--- config.mk ---
export PLATFORM = sky130hd
export DESIGN_NAME = fp_div_seq
export DESIGN_NICKNAME = d
export VERILOG_FILES = /design/src/rtl/fp_div_seq.sv
export SDC_FILE = /design/constraint.sdc
export NUM_CORES = 1
export LEC_CHECK = 0
export CAP_MARGIN = 20
export CORE_ASPECT_RATIO = 1.25
export CORE_MARGIN = 3
export CORE_UTILIZATION = 62
export CTS_BUF_LIST = sky130_fd_sc_hd__clkbuf_4 sky130_fd_sc_hd__clkbuf_8
export CTS_CLUSTER_SIZE = 16
export DETAILED_ROUTE_END_ITERATION = 7
export PLACE_DENSITY_LB_ADDON = 0.25
export SYNTH_ARGS = -nofsm -noshare
export SYNTH_HDL_FRONTEND = slang
export SYNTH_SLANG_ARGS = --single-unit
export TNS_END_PERCENT = 30
--- constraint.sdc ---
create_clock -name clk -period 7.1 [get_ports clk]
set_input_delay 1.42 -clock clk [delete_from_list [all_inputs] [get_ports clk]]
set_output_delay 1.42 -clock clk [all_outputs]
set_load 0.05 [all_outputs]
--- src/rtl/fp_div_seq.sv ---
// fp_div_seq -- sequential floating-point divider (fp32 or fp16, truncating).
//
// Mantissas are divided by restoring division, one quotient bit per DIV cycle.
// A NORM cycle normalizes, packs and range-checks the result. Special operands
// (NaN/Inf exponent, zero or denormal inputs) bypass the datapath and reach
// DONE one cycle after start.
//
// Ports
//   clk       : clock, rising edge
//   reset     : synchronous active-high reset
//   start     : request a division (sampled only in IDLE)
//   a, b      : dividend, divisor (fp32 on [31:0], fp16 on [15:0])
//   sel       : 0 = fp32, 1 = fp16
//   result    : quotient, fp16 zero-extended; held until the next DONE
//   FPUFlags  : {N, Z, 2'b00}
//   busy      : high in every state except IDLE
//   done      : one-cycle pulse when result/FPUFlags are valid
module fp_div_seq (
  input  logic        clk,
  input  logic        reset,
  input  logic        start,
  input  logic [31:0] a,
  input  logic [31:0] b,
  input  logic        sel,
  output logic [31:0] result,
  output logic [3:0]  FPUFlags,
  output logic        busy,
  output logic        done
);

  typedef enum logic [1:0] {IDLE, DIV, NORM, DONE} state_t;

  state_t state, state_nx;

  // Captured operation state
  logic               sel_r;
  logic               sgn_r;
  logic [4:0]         cnt;
  logic [24:0]        rem;     // always < 2*mb, fits 25 bits
  logic [23:0]        mb;
  logic [24:0]        q;       // fp32: q[24:0]; fp16: q[11:0]
  logic signed [9:0]  e_r;

  // ---------------- input field decode ----------------
  logic [7:0]  ea, eb, emax_in;
  logic [23:0] ma, mb_in;
  logic        sa, sb, a_zero, b_zero, special;
  logic [31:0] spec_res;

  always_comb begin
    ea      = sel ? {3'b0, a[14:10]} : a[30:23];
    eb      = sel ? {3'b0, b[14:10]} : b[30:23];
    emax_in = sel ? 8'd31 : 8'd255;
    sa      = sel ? a[15] : a[31];
    sb      = sel ? b[15] : b[31];
    ma      = sel ? {13'b0, 1'b1, a[9:0]} : {1'b1, a[22:0]};
    mb_in   = sel ? {13'b0, 1'b1, b[9:0]} : {1'b1, b[22:0]};
    // a zero exponent field covers both true zero and denormals
    a_zero  = (ea == 8'd0);
    b_zero  = (eb == 8'd0);
    special = (ea == emax_in) || (eb == emax_in) || a_zero || b_zero;

    spec_res = 32'h0;
    if ((ea == emax_in) || (eb == emax_in) || (a_zero && b_zero))
      spec_res = sel ? 32'h0000_7E00 : 32'h7FC0_0000;
    else if (b_zero)
      spec_res = sel ? {16'b0, sa ^ sb, 15'h7C00} : {sa ^ sb, 31'h7F80_0000};
    else
      spec_res = 32'h0;
  end

  // ---------------- division step ----------------
  logic        ge;
  logic [24:0] diff;

  always_comb begin
    ge   = (rem >= {1'b0, mb});
    diff = rem - {1'b0, mb};
  end

  // ---------------- normalize / pack ----------------
  logic               q_msb;
  logic signed [9:0]  e_n, emax_r;
  logic [22:0]        frac32;
  logic [9:0]         frac16;
  logic [31:0]        norm_res;

  always_comb begin
    q_msb  = sel_r ? q[11] : q[24];
    e_n    = q_msb ? e_r : e_r - 10'sd1;
    frac32 = q_msb ? q[23:1] : q[22:0];
    frac16 = q_msb ? q[10:1] : q[9:0];
    emax_r = sel_r ? 10'sd31 : 10'sd255;

    if (e_n >= emax_r)
      norm_res = sel_r ? {16'b0, sgn_r, 5'h1F, 10'b0} : {sgn_r, 8'hFF, 23'b0};
    else if (e_n <= 10'sd0)
      norm_res = 32'h0;
    else
      norm_res = sel_r ? {16'b0, sgn_r, e_n[4:0], frac16} : {sgn_r, e_n[7:0], frac32};
  end

  function automatic logic [3:0] mk_flags(input logic [31:0] r, input logic s16);
    mk_flags = {(s16 ? r[15] : r[31]), (r == 32'h0), 2'b00};
  endfunction

  // ---------------- FSM ----------------
  always_ff @(posedge clk) begin
    if (reset) state <= IDLE;
    else       state <= state_nx;
  end

  always_comb begin
    state_nx = state;
    busy     = (state != IDLE);
    done     = (state == DONE);
    case (state)
      IDLE: if (start) state_nx = special ? DONE : DIV;
      // last iteration runs in the cycle that leaves DIV
      DIV:  if (cnt == (sel_r ? 5'd11 : 5'd24)) state_nx = NORM;
      NORM: state_nx = DONE;
      DONE: state_nx = IDLE;
      default: state_nx = IDLE;
    endcase
  end

  // ---------------- datapath ----------------
  always_ff @(posedge clk) begin
    if (reset) begin
      sel_r    <= 1'b0;
      sgn_r    <= 1'b0;
      cnt      <= 5'd0;
      rem      <= 25'd0;
      mb       <= 24'd0;
      q        <= 25'd0;
      e_r      <= 10'sd0;
      result   <= 32'h0;
      FPUFlags <= 4'h0;
    end else begin
      case (state)
        IDLE: if (start) begin
          sel_r <= sel;
          sgn_r <= sa ^ sb;
          cnt   <= 5'd0;
          rem   <= {1'b0, ma};
          mb    <= mb_in;
          q     <= 25'd0;
          e_r   <= $signed({2'b0, ea}) - $signed({2'b0, eb}) + (sel ? 10'sd15 : 10'sd127);
          if (special) begin
            result   <= spec_res;
            FPUFlags <= mk_flags(spec_res, sel);
          end
        end
        DIV: begin
          cnt <= cnt + 5'd1;
          q   <= {q[23:0], ge};
          rem <= ge ? {diff[23:0], 1'b0} : {rem[23:0], 1'b0};
        end
        NORM: begin
          result   <= norm_res;
          FPUFlags <= mk_flags(norm_res, sel_r);
        end
        default: ;
      endcase
    end
  end

endmodule

==> summary.txt, run 1 <==
Detailed routing
  • DR DRC count: 0
  • Final ANT Viol Nets: 0
  • Vias per inst: 6.32
  • DRT iter0 DRCs: 449
  • Via count: 8114
  • Drt first pass iters: 7
  • Routed len/inst: 17.4 µm
  • Total Wirelength: 22.4 mm

Setup path
  • CP startpoint: sel
  • CP arrival: 5520 ps
  • R2r startpoint: sel_r
  • Cell Chain, Critical Path: clkdlybuf4s50_1 > mux2i_1 > nor3_1 > and4_1 > or3_1 > or2_2 > a22oi_2 > buf_4 > nor2b_1 > a311oi_1
  • CP peak stage delay: 1160 ps
  • Startpoint types: input pin
  • Crit path buf inv count: 2
  • CP max FO: 24
  • Crit path capture type: register
  • CP top delay family: buffers and inverters
  • Critical Path RT: 7400 ps
  • Setup CP Type: in -> reg
  • Crit-path slowest cell: clkdlybuf4s50_1

Synthesis
  • Unique masters post-synth: 76
  • Syn Inst Count: 1037
  • Main flop type after synthesis: dfxtp_1
  • Mux cell area share after synthesis: 0.0485
  • Synth Area in Compound Gates: 0.257
  • EDFF count, synth: 0
  • Synth Area in Simple Gates: 0.204
  • Sequential fraction of the synthesis area: 0.310
  • Mapped cell area: 0.00820 mm²
  • Synth warn: 0
  • Synth Area in Adders: 0.0781
  • Post-Synth XOR/XNOR Area: 0.0374
  • Top post-synthesis cells by area: dfxtp_1, ha_1, a21oi_1
  • Asr flop ratio synth: 0
  • Post-Syn Area per Cell: 7.91 µm²
  • Yosys top cell by area: dfxtp_1
  • Yosys top cell area share: 0.310
  • Largest family of logic cells by synthesized area: compound AO/OA/AOI/OAI gates
  • #FFs+latches synth: 127

Floorplanning
  • Rows: 46
  • IO Pins: 106
  • Initial Util: 0.639
  • DIE AREA: 0.0147 mm²
  • Die height: 135 µm
  • Core Region: 0.0128 mm²
  • Chip Width: 109 µm

Timing
  • Fmax: 192 MHz
  • Unrepaired setup endpoints after global routing: no
  • Setup Total Neg Slack: 0 ps
  • Final WS setup: 1880 ps
  • Final Cycle Share: 0.735
  • Tmin final: 5220 ps
  • Least-Margin Pin Slew: 1080 ps
  • Max Transition Viols Final: 0
  • Max_slew headroom: 0.280
  • Final Skew: 16.6 ps
  • Final Hold Viols: 0
  • Endpoints failing setup: 0

Cells and area
  • Commonest non-fill, non-tap cell in the layout: dfxtp_1
  • Commonest non-fill, non-tap cells in the layout: dfxtp_1, nor2_1, clkdlybuf4s50_1
  • Ant diodes: 0
  • Share of cells above drive strength 1: 0.0663
  • Fillers: 994
  • Finished Layout Cells: 1284
  • Nets: 1221
  • Area Overhead vs Synth: 17.6%

GRT
  • First-pass GRT wire length: 36.3 mm
  • Vias in the first global route: 7708
  • Met1 GRT Util: 0.351
  • Total GRT Usage: 0.308
  • Met3 Usage GRT: 0.0521
  • Largest net degree at the start of global routing: 64
  • Met2 usage: 0.537
  • Grt total ovfl: 0
  • Antenna violations before repair: 0
  • Most Crowded Layer GR: met2

Placement
  • I/O Buffers: 103
  • Post-place setup slack: 1480 ps
  • Placed Cells: 1251
  • Global placement routability congestion: 0.935
  • DP HPWL: 16.1 mm

CTS
  • Post-CTS resize count: 0
  • TritonCTS Sinks: 127
  • H-tree lvl count: 4
  • CTS tree: done
  • Skew-Pair Late Insertion Delay: 460 ps
  • # Post-CTS Setup Buffers: 0
  • TritonCTS Buffers: 17
  • CTS clk-pin slew, worst paths: 90 ps
  • Cts hold-fix bufs: 0
  • Clk root buf: clkbuf_8
  • Clock tree buffer depth: 2

Min path
  • Hold Crit Start: result[17]
  • Hold Crit Class: reg -> reg

Pwr
  • Worst vdd ir: 282 µV
  • P_leak: 3.70 nW
  • PD cells: 440 mW/mm²

Status
  • Status: completed

Flow run
  • Max_cap viols: 0
## worst paths after layout
kind / cells after the start / end / slack (ps)
setup reg to reg: 15 / result[15] / 3240
hold / removal: 2 / result[17] / 460
hold reg to reg: 2 / result[17] / 460
setup / recovery: 10 / FPUFlags[3] / 1880
## routing by layer
layer / wire length [µm] / up-vias
li1: - / 3869
met1: 8560 / 3809
met2: 11300 / 353
met3: 1440 / 83
met4: 1060 / 0
met5: 0 / -
## synthesized netlist by cell type (all sizes together), types with 10 or more instances
library cell  instances
a21oi                99
nor2                108
clkbuf               48
nand2b               14
and3                 21
a31oi                17
buf                  20
ha                   48
nand2                94
inv                  57
nand3                12
nor2b                14
nor3                 28
o22ai                13
a2bb2oi              10
xor2                 15
or3                  13
xnor2                20
dfxtp               127
mux2i                33
o21ai                43
a22oi                38
a221oi               11
a21o                 14
## metrics by stage
stage / power, mW / instance area, µm² / hold slack [ps] / utilization
2_1_floorplan: 2.98 / 8210 / 436 / -
3_3_place_gp: 3.49 / 9210 / 442 / 0.718
3_5_place_dp: 3.54 / 9210 / 447 / 0.718
4_1_cts: 4.19 / 9620 / 458 / 0.749
5_1_grt: 4.54 / 9640 / 480 / 0.751
6_report: 4.24 / 9640 / 457 / 0.751
## cell type report
cell class,instances,area [µm²],share of cell area
clock buffers,17,234,0.0243
multi-input cells,786,5140,0.533
well taps,168,210,0.0218
clock inverters,15,169,0.0175
flip-flops and latches,127,2540,0.264
repair buffers,114,1130,0.117
inverters,57,214,0.0222
## logic make-up (layout without fill, tap and decap cells)
logic type | after synthesis | in the layout
AO/OA/AOI/OAI | 316 | 316
adder cells (fa/ha/maj) | 50 | 50
flip-flops | 127 | 127
buffers and inverters | 125 | 203
other | 1 | 2
XOR/XNOR | 35 | 35
multiplexers | 39 | 39
AND/OR/NAND/NOR | 344 | 344
## report_power, final
| part | leakage [nW] | total (mW) | switching, mW | internal, mW |
|---|---|---|---|---|
| combinational | 2.47 | 2.68 | 1.61 | 1.06 |
| clock | 0.196 | 0.621 | 0.356 | 0.265 |
| sequential | 1.03 | 0.947 | 0.111 | 0.837 |
| total | 3.70 | 4.24 | 2.08 | 2.16 |
## worst min-delay path, delay by kind of cell (launching register included)
kind	cells	cell delay, ps
DFF	1	320
AOI/OAI and AO/OA	1	50
and+or+nand+nor	1	50
## state kept, by name, indices dropped and copies added, names as in the netlist
signal and cells:
FPUFlags 2, cnt 5, e_r 10, mb 24, q 25, rem 25
result 32, sel_r 1, sgn_r 1, state 2
No activity file was read; power rests on OpenSTA's default activity.
==> run 2, diff against run 1 <==
--- a/config.mk
+++ b/config.mk
@@ -8,7 +8,7 @@
 export CAP_MARGIN = 20
 export CORE_ASPECT_RATIO = 1.25
 export CORE_MARGIN = 3
-export CORE_UTILIZATION = 62
+export CORE_UTILIZATION = 52
 export CTS_BUF_LIST = sky130_fd_sc_hd__clkbuf_4 sky130_fd_sc_hd__clkbuf_8
 export CTS_CLUSTER_SIZE = 16
 export DETAILED_ROUTE_END_ITERATION = 7
==> constraint.sdc (replaced) <==
create_clock -name clk -period 4.3 [get_ports clk]
set_input_delay 0.86 -clock clk [delete_from_list [all_inputs] [get_ports clk]]
set_output_delay 0.86 -clock clk [all_outputs]
set_load 0.05 [all_outputs]
==> run 2 against run 1 <==
Cell count is 4.1% higher; clock power is 67% higher; total power is 65% higher; critical endpoint is now e_r[9].
==> summary.txt, run 2 (synthesis gave the netlist of run 1 again) <==
Status
  • Status: completed (unchanged)

Timing
  • Final Cycle Share: 0.896
  • Max Transition Viols Final: 0 (unchanged)
  • Endpoints failing setup: 0 (unchanged)
  • Unrepaired setup endpoints after global routing: no (unchanged)
  • Final Skew: 12.5 ps (was 16.6 ps)
  • Setup Total Neg Slack: 0 ps (unchanged)
  • Least-Margin Pin Slew: 944 ps (was 1080 ps)
  • Max_slew headroom: 0.371 (was 0.280)
  • Final Hold Viols: 0 (unchanged)
  • Fmax: 260 MHz
  • Final hold slack: 457 ps (about the same)
  • Tmin final: 3850 ps

Setup path
  • R2r startpoint: e_r[0] (was sel_r)
  • Setup CP Type: in -> reg (unchanged)
  • Crit path capture type: register (unchanged)
  • CP startpoint: sel (unchanged)
  • Startpoint types: input pin (unchanged)
  • End of the critical path: e_r[9] (was FPUFlags[3])
  • FF-to-FF path depth: 15 (unchanged)
  • R2R Setup Slk: 680 ps (was 3240 ps)
  • CP max FO: 6 (was 24)
  • Critical Path RT: 4690 ps (was 7400 ps)
  • CP arrival: 4240 ps (was 5520 ps)
  • RR Endpoint: result[15] (unchanged)

Floorplanning
  • Die height: 146 µm (was 135 µm)
  • Rows: 50 (was 46)
  • IO Pins: 106 (unchanged)
  • Initial Util: 0.540 (was 0.639)
  • Chip Width: 118 µm (was 109 µm)
  • DIE AREA: 0.0173 mm² (was 0.0147 mm²)
  • Core Region: 0.0152 mm² (was 0.0128 mm²)

Detailed routing
  • Final ANT Viol Nets: 0 (unchanged)
  • Via count: 7890 (was 8114)
  • DR DRC count: 0 (unchanged)
  • Drt first pass iters: 6 (was 7)
  • Vias per inst: 5.90 (was 6.32)
  • Routed len/inst: 16.7 µm (was 17.4 µm)
  • DRT iter0 DRCs: 503 (was 449)
  • Total Wirelength: 22.3 mm (was 22.4 mm)

Flow run
  • Max_cap viols: 0 (unchanged)

GRT
  • Total GRT Usage: 0.258 (was 0.308)
  • Vias in the first global route: 7467 (was 7708)
  • Largest net degree at the start of global routing: 84 (was 64)
  • First-pass GRT wire length: 36.8 mm (was 36.3 mm)
  • Met2 usage: 0.460 (was 0.537)
  • Antenna violations before repair: 0 (unchanged)
  • Met3 Usage GRT: 0.0488 (was 0.0521)
  • Grt total ovfl: 0 (unchanged)
  • Most Crowded Layer GR: met2 (unchanged)
  • Met1 GRT Util: 0.297 (was 0.351)

CTS
  • Post-CTS resize count: 0 (unchanged)
  • # Post-CTS Setup Buffers: 0 (unchanged)
  • TritonCTS Sinks: 127 (unchanged)
  • Skew-Pair Late Insertion Delay: 460 ps (about the same)
  • CTS tree: done (unchanged)
  • Clk root buf: clkbuf_8 (unchanged)
  • H-tree lvl count: 4 (unchanged)
  • CTS clk-pin slew, worst paths: 80 ps (was 90 ps)
  • TritonCTS Buffers: 17 (unchanged)
  • Clock tree buffer depth: 2 (unchanged)
  • Cts hold-fix bufs: 0 (unchanged)

Pwr
  • Worst vdd ir: 483 µV (was 282 µV)
  • P_leak: 3.76 nW (was 3.70 nW)
  • PD cells: 716 mW/mm² (was 440 mW/mm²)

Cells and area
  • Commonest non-fill, non-tap cell in the layout: dfxtp_1 (unchanged)
  • Nets: 1235 (was 1221)
  • Share of cells above drive strength 1: 0.0771 (was 0.0663)
  • Area Overhead vs Synth: 19.1% (was 17.6%)
  • Register with the highest flop count: result (unchanged)
  • Ant diodes: 0 (unchanged)
  • Final Cell Area: 0.00977 mm² (was 0.00964 mm²)
  • Largest registers: result x32, q x25, rem x25 (unchanged)
  • Largest register FFs: 32 (unchanged)
  • Fillers: 1397 (was 994)
  • Commonest non-fill, non-tap cells in the layout: dfxtp_1, nor2_1, clkdlybuf4s50_1 (unchanged)

Placement
  • Global placement routability congestion: 0.907 (was 0.935)
  • I/O Buffers: 103 (unchanged)
  • DP HPWL: 16.6 mm (was 16.1 mm)
  • DP Area: 0.00938 mm² (was 0.00921 mm²)

Min path
  • Hold Crit Class: reg -> reg (unchanged)
==> run 2: cell count changes in the layout (fill, tap and decap cells not counted), sizes merged <==
cell / delta
buf: +14
bufinv: +2
clkinvlp: -1
inv: -2
==> run 2: how the worst min path moves through the flow <==
stage,end,depth (start not counted),slack [ps],start
floorplan,mb[2],2,440,mb[2]
global placement,result[20],2,440,result[20]
detailed placement,result[20],2,450,result[20]
CTS,result[20],2,460,result[20]
global route,mb[3],2,480,mb[3]
finish,result[20],2,460,result[20]
==> run 2: metal layers <==
metal | part of all wire | vias up
met5 | 0 | -
met4 | 0.043 | 0
met3 | 0.054 | 64
met2 | 0.50 | 256
met1 | 0.41 | 3672
li1 | - | 3898
==> run 2: final cells by class <==
type                    count  area [µm²]  area share
clock inverters            14         156      0.0160
repair buffers            128        1220       0.125
flip-flops and latches    127        2540       0.260
inverters                  57         214      0.0219
clock buffers              17         234      0.0240
well taps                 208         260      0.0266
multi-input cells         786        5140       0.527
==> run 2: stage by stage <==
step	setup WS, ps	util	cells	power, mW
after floorplan	521	-	1038	4.91
after global placement	79.8	0.617	1306	5.85
after detailed placement	29.4	0.617	1306	5.90
after CTS	500	0.642	1337	6.97
after global routing	190	0.642	1337	7.55
final	448	0.642	1337	6.99
==> run 2: power by group <==
group | total [mW] | internal, mW | switching, mW
Sequential | 1.56 | 1.38 | 0.180
Combinational | 4.39 | 1.78 | 2.60
Clock | 1.04 | 0.521 | 0.520
==> run 2: worst max-delay path: stages <==
cell and delay [ps]:
clkdlybuf4s50_1 550, buf_4 190, mux2i_1 100, inv_1 70
ha_1 150, inv_1 60, fa_1 400, a21o_1 190
a21oi_1 200, o21bai_1 80, a21oi_1 220, xnor2_1 150
ha_1 280, a21oi_1 170, o21ai_0 150, a211oi_1 260
a21oi_1 60, nor2_1 90
==> run 3, diff against run 2 <==
--- a/config.mk
+++ b/config.mk
@@ -7,7 +7,7 @@
 export LEC_CHECK = 0
 export CAP_MARGIN = 20
 export CORE_ASPECT_RATIO = 1.25
-export CORE_MARGIN = 3
+export CORE_MARGIN = 2
 export CORE_UTILIZATION = 52
 export CTS_BUF_LIST = sky130_fd_sc_hd__clkbuf_4 sky130_fd_sc_hd__clkbuf_8
 export CTS_CLUSTER_SIZE = 16
@@ -16,4 +16,3 @@
 export SYNTH_ARGS = -nofsm -noshare
 export SYNTH_HDL_FRONTEND = slang
 export SYNTH_SLANG_ARGS = --single-unit
-export TNS_END_PERCENT = 30
==> run 3 against run 2 <==
Worst hold slack got worse by 3.9 ps; critical path depth fell by 1; clock power barely moved; cell area rose by 0.18%; sequential power barely moved; flip-flop and latch count did not move; wire length rose by 3.3%; clock skew rose by 2.2 ps; total power barely moved; critical path type unchanged; largest cell class unchanged.
==> summary.txt, run 3 (synthesis gave the netlist of run 1 again) <==
Cells and area
  • Largest register FFs: 32 (unchanged)
  • Commonest non-fill, non-tap cell in the layout: dfxtp_1 (unchanged)
  • Largest registers: result x32, q x25, rem x25 (unchanged)
  • Core Util, Final: 0.631 (was 0.642)
  • Register with the highest flop count: result (unchanged)
  • Share of cells above drive strength 1: 0.0787 (was 0.0771)
  • Fillers: 1410 (was 1397)
  • Ant diodes: 0 (unchanged)
  • Finished Layout Cells: 1343 (was 1337)
  • Area Overhead vs Synth: 19.3% (was 19.1%)
  • Commonest non-fill, non-tap cells in the layout: dfxtp_1, nor2_1, clkdlybuf4s50_1 (unchanged)
  • Nets: 1236 (was 1235)

CTS
  • H-tree lvl count: 4 (unchanged)
  • Clock tree buffer depth: 2 (unchanged)
  • Clk root buf: clkbuf_8 (unchanged)
  • Post-CTS resize count: 0 (unchanged)
  • Cts hold-fix bufs: 0 (unchanged)
  • TritonCTS Sinks: 127 (unchanged)
  • # Post-CTS Setup Buffers: 0 (unchanged)
  • Skew-Pair Late Insertion Delay: 470 ps (was 460 ps)
  • CTS tree: done (unchanged)
  • TritonCTS Buffers: 17 (unchanged)
  • CTS clk-pin slew, worst paths: 80 ps (about the same)

Pwr
  • Switching Share: 0.480 (was 0.472)
  • Psw: 3.36 mW (was 3.30 mW)
  • Pint: 3.63 mW (was 3.69 mW)
  • Sequential power share: 0.224 (was 0.223)
  • PD cells: 715 mW/mm² (was 716 mW/mm²)
  • Combinational share of power: 0.630 (was 0.628)
  • P_leak: 3.76 nW (about the same)
  • Clock share of power: 0.146 (was 0.149)
  • Worst vdd ir: 599 µV (was 483 µV)

Placement
  • Global placement routability congestion: 0.939 (was 0.907)
  • DP HPWL: 17.2 mm (was 16.6 mm)
  • Placed Cells: 1311 (was 1306)
  • I/O Buffers: 103 (unchanged)

Flow run
  • Max_cap viols: 0 (unchanged)

Floorplanning
  • Chip Width: 116 µm (was 118 µm)
  • DIE AREA: 0.0168 mm² (was 0.0173 mm²)
  • Initial Util: 0.529 (was 0.540)
  • Die height: 144 µm (was 146 µm)
  • Rows: 51 (was 50)
  • IO Pins: 106 (unchanged)
  • Core Region: 0.0155 mm² (was 0.0152 mm²)

Setup path
  • Crit-path slowest cell: clkdlybuf4s50_1 (unchanged)
  • CP max FO: 9 (was 6)
  • CP peak stage delay: 450 ps (was 550 ps)
  • Critical Path RT: 4700 ps (was 4690 ps)
  • FF-to-FF path depth: 15 (unchanged)
  • CP arrival: 4290 ps (was 4240 ps)
  • Setup CP Type: in -> reg (unchanged)
  • Crit path depth: 17 (was 18)
  • Crit path buf inv count: 3 (was 4)
  • CP most frequent cell: a21oi_1 (unchanged)
  • CP top delay family: compound AO/OA/AOI/OAI gates (unchanged)
  • Crit path capture type: register (unchanged)
  • Startpoint types: input pin (unchanged)
  • Cell Chain, Critical Path: clkdlybuf4s50_1 > buf_4 > mux2i_1 > ha_1 > inv_1 > fa_1 > a21o_1 > a21oi_1 > o21bai_1 > a21oi_1 > xnor2_1 > ha_1 > nand2_1 > o21ai_0 > xor2_1 > nand2_1 > a21oi_1 (was clkdlybuf4s50_1 > buf_4 > mux2i_1 > inv_1 > ha_1 > inv_1 > fa_1 > a21o_1 > a21oi_1 > o21bai_1 > a21oi_1 > xnor2_1 > ha_1 > a21oi_1 > o21ai_0 > a211oi_1 > a21oi_1 > nor2_1)

Timing
  • Tmin final: 3890 ps (was 3850 ps)
  • Max_slew headroom: 0.304 (was 0.371)
  • Endpoints failing setup: 0 (unchanged)
  • Fmax: 257 MHz (was 260 MHz)
  • Unrepaired setup endpoints after global routing: no (unchanged)
  • Final Cycle Share: 0.904 (was 0.896)
  • Least-Margin Pin Slew: 1040 ps (was 944 ps)
  • Final Skew: 14.7 ps (was 12.5 ps)
  • Max Transition Viols Final: 0 (unchanged)
  • Final Hold Viols: 0 (unchanged)

GRT
  • Antenna violations before repair: 1 (was 0)
  • Grt total ovfl: 0 (unchanged)
  • Total GRT Usage: 0.284 (was 0.258)
  • First-pass GRT wire length: 36.9 mm (was 36.8 mm)
  • Vias in the first global route: 7545 (was 7467)
  • Largest net degree at the start of global routing: 63 (was 84)

Min path
  • Hold path depth: 2 (unchanged)
  • Hold Crit Class: reg -> reg (unchanged)

Status
  • Status: completed (unchanged)

Detailed routing
  • Final ANT Viol Nets: 0 (unchanged)
  • Routed len/inst: 17.1 µm (was 16.7 µm)
  • Vias per inst: 5.85 (was 5.90)
  • Total Wirelength: 23.0 mm (was 22.3 mm)
  • DRT iter0 DRCs: 571 (was 503)
  • DR DRC count: 0 (unchanged)
  • Via count: 7855 (was 7890)
  • Drt first pass iters: 5 (was 6)
run 3: changes by cell type in the layout (fill, tap and decap cells not counted):
cell        delta
clkinv_4       -1
bufinv_16      -1
clkinvlp_4     +1
inv_8          +1
clkinv_2       -1
inv_6          +2
buf_12         +1
run 3: power by group through the flow:
| stage | combinational, mW | clock, mW | sequential (mW) |
|---|---|---|---|
| global placement | 4.28 | 0 | 1.58 |
| CTS | 4.35 | 1.04 | 1.56 |
| global route | 4.85 | 1.10 | 1.59 |
| finish | 4.41 | 1.02 | 1.56 |
| floorplan | 3.29 | 0 | 1.62 |
| detailed placement | 4.33 | 0 | 1.59 |
run 3: worst paths after layout:
| path | startpoint | end | slack [ps] |
|---|---|---|---|
| hold reg to reg | result[17] | result[17] | 450 |
| setup reg to reg | e_r[0] | FPUFlags[3] | 710 |
| hold / removal | result[17] | result[17] | 450 |
| setup / recovery | sel | e_r[7] | 410 |
run 3: worst min-delay path: stages (launching register included):
cell and delay [ps]:
dfxtp_1 310, nand2_1 50, a21oi_1 50
run 3: per-layer routing:
| layer | vias to the layer above | GRT usage | routed length [µm] |
|---|---|---|---|
| met5 | - | 0 | 0 |
| li1 | 3898 | - | - |
| met1 | 3656 | 0.310 | 9010 |
| met3 | 61 | 0.0562 | 1170 |
| met2 | 240 | 0.496 | 11500 |
| met4 | 0 | 0.180 | 1360 |
run 3: area by class of cell:
class                      count  area [µm²]  area share
sequential                   127        2540       0.260
clock buffer                  17         234      0.0239
clock inverter                15         149      0.0152
tap                          212         265      0.0271
inverter                      57         214      0.0219
multi-input combinational    786        5140       0.526
timing repair buffer         129        1240       0.126
run 3: stage by stage:
stage / total power, mW / cell area (µm²) / hold WS (ps) / TNS (ps) / setup WS [ps]
floorplan: 4.91 / 8210 / 436 / 0 / 521
global placement: 5.86 / 9400 / 445 / 0 / 66.3
detailed placement: 5.92 / 9400 / 445 / -20.7 / -12.2
CTS: 6.95 / 9780 / 457 / 0 / 471
global route: 7.54 / 9780 / 471 / 0 / 157
finish: 6.99 / 9780 / 453 / 0 / 411
